## src/rtl/request_encoder_pkg.sv

```systemverilog
// rtl/request_encoder_pkg.sv - shared encoder/decoder constants: request count and FSM encodings
package request_encoder_pkg;

  localparam int NUM_REQ = 4;
  localparam int IDX_W   = 2;

  typedef enum logic {
    ST_IDLE    = 1'b0,
    ST_PRESENT = 1'b1
  } state_e;

  // One-hot mask for a request index.
  function automatic logic [NUM_REQ-1:0] idx_to_onehot(input logic [IDX_W-1:0] idx);
    logic [NUM_REQ-1:0] mask;
    mask = '0;
    mask[idx] = 1'b1;
    return mask;
  endfunction

endpackage

```

## src/rtl/rr_priority_pick.sv

```systemverilog
// rtl/rr_priority_pick.sv - combinational round-robin pick: first set bit at or after ptr, wrapping
module rr_priority_pick
  import request_encoder_pkg::*;
(
  input  logic [NUM_REQ-1:0] eff,
  input  logic [IDX_W-1:0]   ptr,
  output logic               any,
  output logic [IDX_W-1:0]   index
);

  // Walk offsets from farthest to nearest so the nearest set bit overwrites and wins.
  always_comb begin
    logic [IDX_W-1:0] cand;
    any   = 1'b0;
    index = '0;
    cand  = '0;
    for (int k = NUM_REQ - 1; k >= 0; k--) begin
      cand = ptr + IDX_W'(k);
      if (eff[cand]) begin
        any   = 1'b1;
        index = cand;
      end
    end
  end

endmodule

```

## src/rtl/request_encoder.sv

```systemverilog
// rtl/request_encoder.sv - round-robin 4:2 request encoder with pending queue and valid/ready handshake
module request_encoder
  import request_encoder_pkg::*;
(
  input  logic clk,
  input  logic reset,
  input  logic enable,
  input  logic req0,
  input  logic req1,
  input  logic req2,
  input  logic req3,
  input  logic ready,
  output logic address0,
  output logic address1,
  output logic valid,
  output logic overflow
);

  state_e             state_q, state_d;
  logic [NUM_REQ-1:0] pending_q, pending_d;
  logic [IDX_W-1:0]   ptr_q, ptr_d;
  logic [IDX_W-1:0]   addr_q, addr_d;
  logic               overflow_q, overflow_d;

  logic [NUM_REQ-1:0] new_req;
  logic [NUM_REQ-1:0] eff;
  logic [NUM_REQ-1:0] sel_oh;
  logic               pick_any;
  logic [IDX_W-1:0]   pick_idx;
  logic               sel_en;
  logic               do_sel;

  assign new_req = {req3, req2, req1, req0} & {NUM_REQ{enable}};
  assign eff     = pending_q | new_req;

  // A new address may be taken when nothing is presented or the current one is being accepted.
  assign sel_en  = (state_q == ST_IDLE) || ready;
  assign do_sel  = sel_en && pick_any;
  assign sel_oh  = do_sel ? idx_to_onehot(pick_idx) : '0;

  rr_priority_pick u_pick (
    .eff   (eff),
    .ptr   (ptr_q),
    .any   (pick_any),
    .index (pick_idx)
  );

  // State register.
  always_ff @(posedge clk or posedge reset) begin
    if (reset) begin
      state_q <= ST_IDLE;
    end else begin
      state_q <= state_d;
    end
  end

  // Next state: enter/stay PRESENT whenever a selection happens, leave only on accept with nothing left.
  always_comb begin
    state_d = state_q;
    case (state_q)
      ST_IDLE:    if (pick_any) state_d = ST_PRESENT;
      ST_PRESENT: if (ready && !pick_any) state_d = ST_IDLE;
      default:    state_d = ST_IDLE;
    endcase
  end

  // Output decode: valid mirrors the PRESENT state flop.
  always_comb begin
    valid = 1'b0;
    if (state_q == ST_PRESENT) valid = 1'b1;
  end

  assign address0 = addr_q[0];
  assign address1 = addr_q[1];
  assign overflow = overflow_q;

  // Datapath next values: selected lines keep only a fresh request queued, others accumulate; a repeat on a pending unselected line is lost.
  always_comb begin
    pending_d  = (pending_q & ~sel_oh) | (new_req & ~sel_oh) | (pending_q & new_req & sel_oh);
    overflow_d = overflow_q | (|(pending_q & new_req & ~sel_oh));
    ptr_d      = ptr_q;
    addr_d     = addr_q;
    if (do_sel) begin
      addr_d = pick_idx;
      ptr_d  = pick_idx + IDX_W'(1);
    end
  end

  // Datapath registers.
  always_ff @(posedge clk or posedge reset) begin
    if (reset) begin
      pending_q  <= '0;
      ptr_q      <= '0;
      addr_q     <= '0;
      overflow_q <= 1'b0;
    end else begin
      pending_q  <= pending_d;
      ptr_q      <= ptr_d;
      addr_q     <= addr_d;
      overflow_q <= overflow_d;
    end
  end

endmodule
```

## config.mk

```make
export PLATFORM = sky130hd
export DESIGN_NAME = request_encoder
export DESIGN_NICKNAME = d
export VERILOG_FILES = /design/src/rtl/request_encoder_pkg.sv /design/src/rtl/rr_priority_pick.sv /design/src/rtl/request_encoder.sv
export SDC_FILE = /design/constraint.sdc
export NUM_CORES = 1
export LEC_CHECK = 0
export CAP_MARGIN = 20
export CORE_AREA = 4 4 41 43
export CTS_BUF_LIST = sky130_fd_sc_hd__clkbuf_16
export CTS_CLUSTER_SIZE = 16
export DETAILED_ROUTE_END_ITERATION = 16
export DIE_AREA = 0 0 45 47
export PLACE_DENSITY = 0.77
export SLEW_MARGIN = 20
export SYNTH_ARGS = -nofsm -noshare
export SYNTH_HDL_FRONTEND = slang
export SYNTH_HIERARCHICAL = 1
export SYNTH_SLANG_ARGS = --single-unit
```

## constraint.sdc

```tcl
create_clock -name clk -period 2.7 [get_ports clk]
set_clock_uncertainty 0.1 [all_clocks]
set_input_delay 0.54 -clock clk [delete_from_list [all_inputs] [get_ports clk]]
set_output_delay 0.54 -clock clk [all_outputs]
set_load 0.02 [all_outputs]
```

======== Yosys cells after proc, flatten, opt, wreduce, memory -nomap -nowiden ========
Cells that the tools add are included.
word-level totals
  register bits after elaboration ......... 10
  output and inout bits ................... 4
operators by class
  reduce and logical (&&, ||, !) cells .... 6
  bitwise operators ....................... 12
  magnitude comparators ................... 6
  muxes and demuxes ....................... 23
  add/sub/neg operators ................... 4
operators with widths
  kind                                                                                  count
  4-bit bitwise AND                                                                     6
  2-bit by 3-bit less-than comparator with 1-bit output (second input constant)         5
  1-bit two-way mux                                                                     12
  4-bit bitwise OR                                                                      3
  1-bit binary-select mux with 2-bit select                                             4
  2-bit two-way mux                                                                     4
  2-bit by 1-bit adder with 2-bit output (second input constant)                        2
  2-bit adder (second input constant)                                                   2
  4-bit two-way mux                                                                     1
  4-bit inverter                                                                        1
  4-bit OR reduction                                                                    1
  1-bit logical AND                                                                     3
  1-bit demux with 2-bit select                                                         1
  2-bit by 1-bit greater-or-equal comparator with 1-bit output (second input constant)  1
  1-bit one-hot mux with 2 select lines                                                 1
  1-bit zero test                                                                       1
  1-bit logical OR                                                                      1
  1-bit inverter                                                                        1
  1-bit bitwise OR                                                                      1

======== Depth between registers and ports, before layout ========
  depth after elaboration ................. 17
  mapped depth ............................ 11
  mapped depth without buffers ............ 10

======== Modules after synthesis ========
Netlist, hierarchy kept.
by module, submodules not included
  module            seq. area each (um^2)  area each (um^2)  instances  cells an instance
  request_encoder   250.2                  520.5             1          50
  rr_priority_pick  0.0                    77.6              1          13

======== Worst setup path after synthesis ========
OpenSTA, ideal clock, no wires.
  path type ............................... input port to flip-flop
  start point ............................. input enable
  end point ............................... register overflow_q, in the netlist overflow
  setup time .............................. 0.124 ns
  path buffers ............................ 1
  path slack .............................. 0.164 ns
  arrival ................................. 2.312 ns
  stages on the path ...................... 10
  data required time ...................... 2.476 ns
  cell sequence ........................... clkbuf_1 -> and2_1 -> or2_2 -> nand2_1 -> nor2_1 -> a211oi_2 -> ha_1 -> o22ai_1 -> a311o_1 -> a211o_1
on the way
  longest elaborated chain between the ends .. 17
RTL lines
  element                                    line                       text
  from (decl)                                request_encoder.sv:7       input logic enable,
  4-bit bitwise AND *                        request_encoder.sv:33      assign new_req = {req3, req2, req1, req0} & {NUM_REQ{enable}};
  4-bit bitwise OR *                         request_encoder.sv:34      assign eff = pending_q | new_req;
  named net eff[2]                           request_encoder.sv:26      logic [NUM_REQ-1:0] eff;
  1-bit binary-select mux with 2-bit select  rr_priority_pick.sv:19     if (eff[cand]) begin
  1-bit two-way mux (not written as such)    rr_priority_pick.sv:19
  2-bit two-way mux (3 in a row)             rr_priority_pick.sv:19
  2-bit two-way mux *                        rr_priority_pick.sv:19
  named net pick_idx[0]                      request_encoder.sv:29      logic [IDX_W-1:0] pick_idx;
  [2 not listed]                             n/a
  1-bit two-way mux (not written as such)    request_encoder_pkg.sv:16  mask[idx] = 1'b1;
  1-bit demux with 2-bit select *            request_encoder_pkg.sv:16
  4-bit two-way mux *                        request_encoder.sv:39      assign sel_oh = do_sel ? idx_to_onehot(pick_idx) : '0;
  4-bit inverter *                           request_encoder.sv:80      overflow_d = overflow_q | (|(pending_q & new_req & ~sel_oh));
  4-bit bitwise AND *                        request_encoder.sv:80
  4-bit OR reduction *                       request_encoder.sv:80
  1-bit bitwise OR *                         request_encoder.sv:80
  named net overflow_d                       request_encoder.sv:23      logic overflow_q, overflow_d;
  to (signal assigned)                       request_encoder.sv:100     overflow_q <= overflow_d;
  to (decl)                                  request_encoder.sv:23
Mark *: on every way through the listed nets, which the timed path passes. The rest lies on a longest branch. The select of a mux whose other input is x is not followed.
A chain may end at the register's enable or synchronous reset.

======== Worst setup path in the final report ========
  start point ............................. input req3
  end point ............................... register overflow_q, in the netlist overflow
on the way
  longest elaborated chain between the ends .. 17
RTL lines
  element                                    line                       text
  from (decl)                                request_encoder.sv:11      input logic req3,
  4-bit bitwise AND *                        request_encoder.sv:33
  4-bit bitwise OR *                         request_encoder.sv:34
  named net eff[3]                           request_encoder.sv:26
  1-bit binary-select mux with 2-bit select  rr_priority_pick.sv:19
  1-bit two-way mux (not written as such)    rr_priority_pick.sv:19
  2-bit two-way mux (3 in a row)             rr_priority_pick.sv:19
  2-bit two-way mux *                        rr_priority_pick.sv:19
  named net pick_idx[1]                      request_encoder.sv:29
  [2 not listed]                             n/a
  1-bit two-way mux (not written as such)    request_encoder_pkg.sv:16
  1-bit demux with 2-bit select *            request_encoder_pkg.sv:16
  4-bit two-way mux *                        request_encoder.sv:39
  4-bit inverter *                           request_encoder.sv:80
  4-bit bitwise AND *                        request_encoder.sv:80
  4-bit OR reduction *                       request_encoder.sv:80
  1-bit bitwise OR *                         request_encoder.sv:80
  named net overflow_d                       request_encoder.sv:23
Marks and branches as above.

==> impl_metrics.csv <==
group,metric,value,unit
timing,max_slew_margin,0.742,
outcome,status,"finished clean",
setup_path,cp.arrival,2.56,ns
clocking,clock_sinks,10,
placed_design,pre_cts_slack,-0.319,ns
grt,antenna_found_initial,0,
setup_path,crit_type,"input pin to flop",
logic_synthesis,yosysTopAreaCell,"dfrtp_1",
timing,setup_viol,0,
clocking,ctsHoldBuffers,0,
finish,final_util,0.698,
clocking,htreeDepth,1,
finish,drive_gt1_frac,0.281,
flow_run,maxCapViolations,0,
floorplanning,core_area,0.00130,mm2
floorplanning,die_x,45,um
routing,wl_per_cell,14.1,um
logic_synthesis,synth_area,598,um2
routing,dr.first_iter.drc_count,8,
timing,clock.fmax,394,MHz
grt,grt_usage,0.165,
clocking,cts_inserted_buffers,3,
finish,fin_cells,104,
placed_design,placedCellCount,101,
setup_path,startpoint_type,"input pin",
worst_hold_path,hp-class,"flop to flop",
clocking,clock_tree.buffer_depth,2,
clocking,tritoncts,"built",
logic_synthesis,synth_edf_count,0,
finish,design_area,908,um2
setup_path,critPathMaxFanout,5,
logic_synthesis,syn_inst,63,
routing,viasPerCell,5.44,
logic_synthesis,avgSynthCellArea,9.49,um2
clocking,post-cts-setup-buffer-count,0,
clocking,path_clk_slew,0.04,ns
grt,grt_max_degree,11,
finish,area_growth,51.9,%
finish,fin_nets,103,
floorplanning,die-area,0.00212,mm2
logic_synthesis,synth_top_area_share,0.418,
logic_synthesis,synthTopCellsByArea,"dfrtp_1 (42%), ha_1 (8.4%), nand2_1 (6.3%)",
logic_synthesis,ys_top_cells_by_count,"dfrtp_1 (10), nand2_1 (10), nor2_1 (5), ha_1 (4)",
logic_synthesis,ys.flop_type,"dfrtp_1",
power_and_ir_drop,p_leak,0.416,nW
clocking,clkLatencyLatePin,0.24,ns
routing,route.detailed.drc,0,
finish,antenna_cells,0,
logic_synthesis,syn_nets,75,
setup_path,crit_path_end_kind,"flop",
placed_design,gp_congestion,0.786,
logic_synthesis,yosysWarningCount,6,
logic_synthesis,synthArstFlopShare,1.00,
timing,period_needed,2.54,ns
power_and_ir_drop,ir_drop,0.859,mV
logic_synthesis,synthDistinctLibCells,29,
routing,postRouteAntennaNets,0,
floorplanning,fp.dieH,47,um
logic_synthesis,synth-seq-cells,10,
routing,wl,1.47,mm
timing,slew_viol_final,0,
routing,firstDrtPassIters,4,
setup_path,crit_required,2.72,ns
placed_design,postPlaceCellArea,821,um2
floorplanning,start_util,0.460,
floorplanning,fp-row-count,13,
grt,grt_pass1_vias,573,
floorplanning,num_io_pins,12,
timing,worst_pin_slew,0.386,ns
grt,overflow,0,
timing,fin_ws,0.159,ns
routing,dr_total_vias,566,
placed_design,dp_hpwl,1.08,mm
power_and_ir_drop,power.total,0.00101,W
timing,finalCritPeriodShare,0.941,
logic_synthesis,seq_area_frac_synth,0.418,
power_and_ir_drop,power_density,1110,mW/mm2
grt,grt_pass1_wl,2.39,mm
placed_design,numPortBuffers,11,
timing,hold_viol_final,0,
clocking,root_buffer,"clkbuf_16",
## layer usage
layer,up-vias,wire length (um),global-route usage
li1,279,-,-
met1,269,626,0.167
met2,16,751,0.305
met3,2,78,0.0690
met4,0,9,0.0526
met5,-,0,0
## stage by stage
stage                     TNS [ns]  hold WS (ns)
after global routing      -0.00132         0.377
after CTS                        0         0.365
after global placement      -0.468         0.351
after floorplan                  0         0.280
final                            0         0.369
after detailed placement    -0.673         0.362
## repair_timing
action | CTS | global route
gates resized for setup | 5 | 2
gates cloned | 0 | 0
setup endpoints to repair | 1 | 1
pin swaps | 3 | 4
## layout by cell type (no fill, tap or decap), drive strengths merged, types with 4 or more instances in the layout
| master | count |
|---|---|
| buf | 13 |
| clkdlybuf4s50 | 9 |
| dfrtp | 10 |
| ha | 4 |
| nand2 | 10 |
| nor2 | 5 |
## where the power goes
group          switching [W]  internal [W]
Clock              0.0000653      0.000192
Combinational       0.000229      0.000264
Sequential         0.0000509      0.000211
## sequential cells by signal (all words and copies together), names as in the netlist
signal and count:
overflow 1, pending_q 4, ptr_q 2, state_q 1
addr_q 2
## worst max-delay path, stage by stage
cell,delay (ns)
clkdlybuf4s50_1,0.42
a21o_1,0.24
nand2b_1,0.16
a211oi_1,0.22
nor2_1,0.10
inv_1,0.09
ha_1,0.16
o22ai_1,0.07
a311o_1,0.27
a211o_1,0.28
## layout make-up
cell class                      instances  area [um2]
Inverter                                3        11.3
Timing Repair Buffer                   24         209
Clock buffer                            3        75.1
Fill cell                             104         393
Tap cell                               15        18.8
Sequential cell                        10         250
Multi-Input combinational cell         49         344
## kinds of logic after synthesis
group / share of synthesized area
flops: 0.418
compound gates: 0.220
buf+inv: 0.0251
simple gates: 0.201
fa+ha+maj: 0.100
mux: 0.0356
## final timing paths
check | to | depth (start not counted) | start | slack (ns)
worst max-delay path | overflow | 10 | req3 | 0.16
worst min-delay path | overflow | 1 | overflow | 0.37
worst max register to register | overflow | 8 | pending_q[2] | 0.45
worst min register to register | overflow | 1 | overflow | 0.37
max in group asynchronous | ptr_q[0] | 2 | reset | 1.74
min in group asynchronous | overflow | 2 | reset | 0.49
Power figures use the tool's default switching activity.
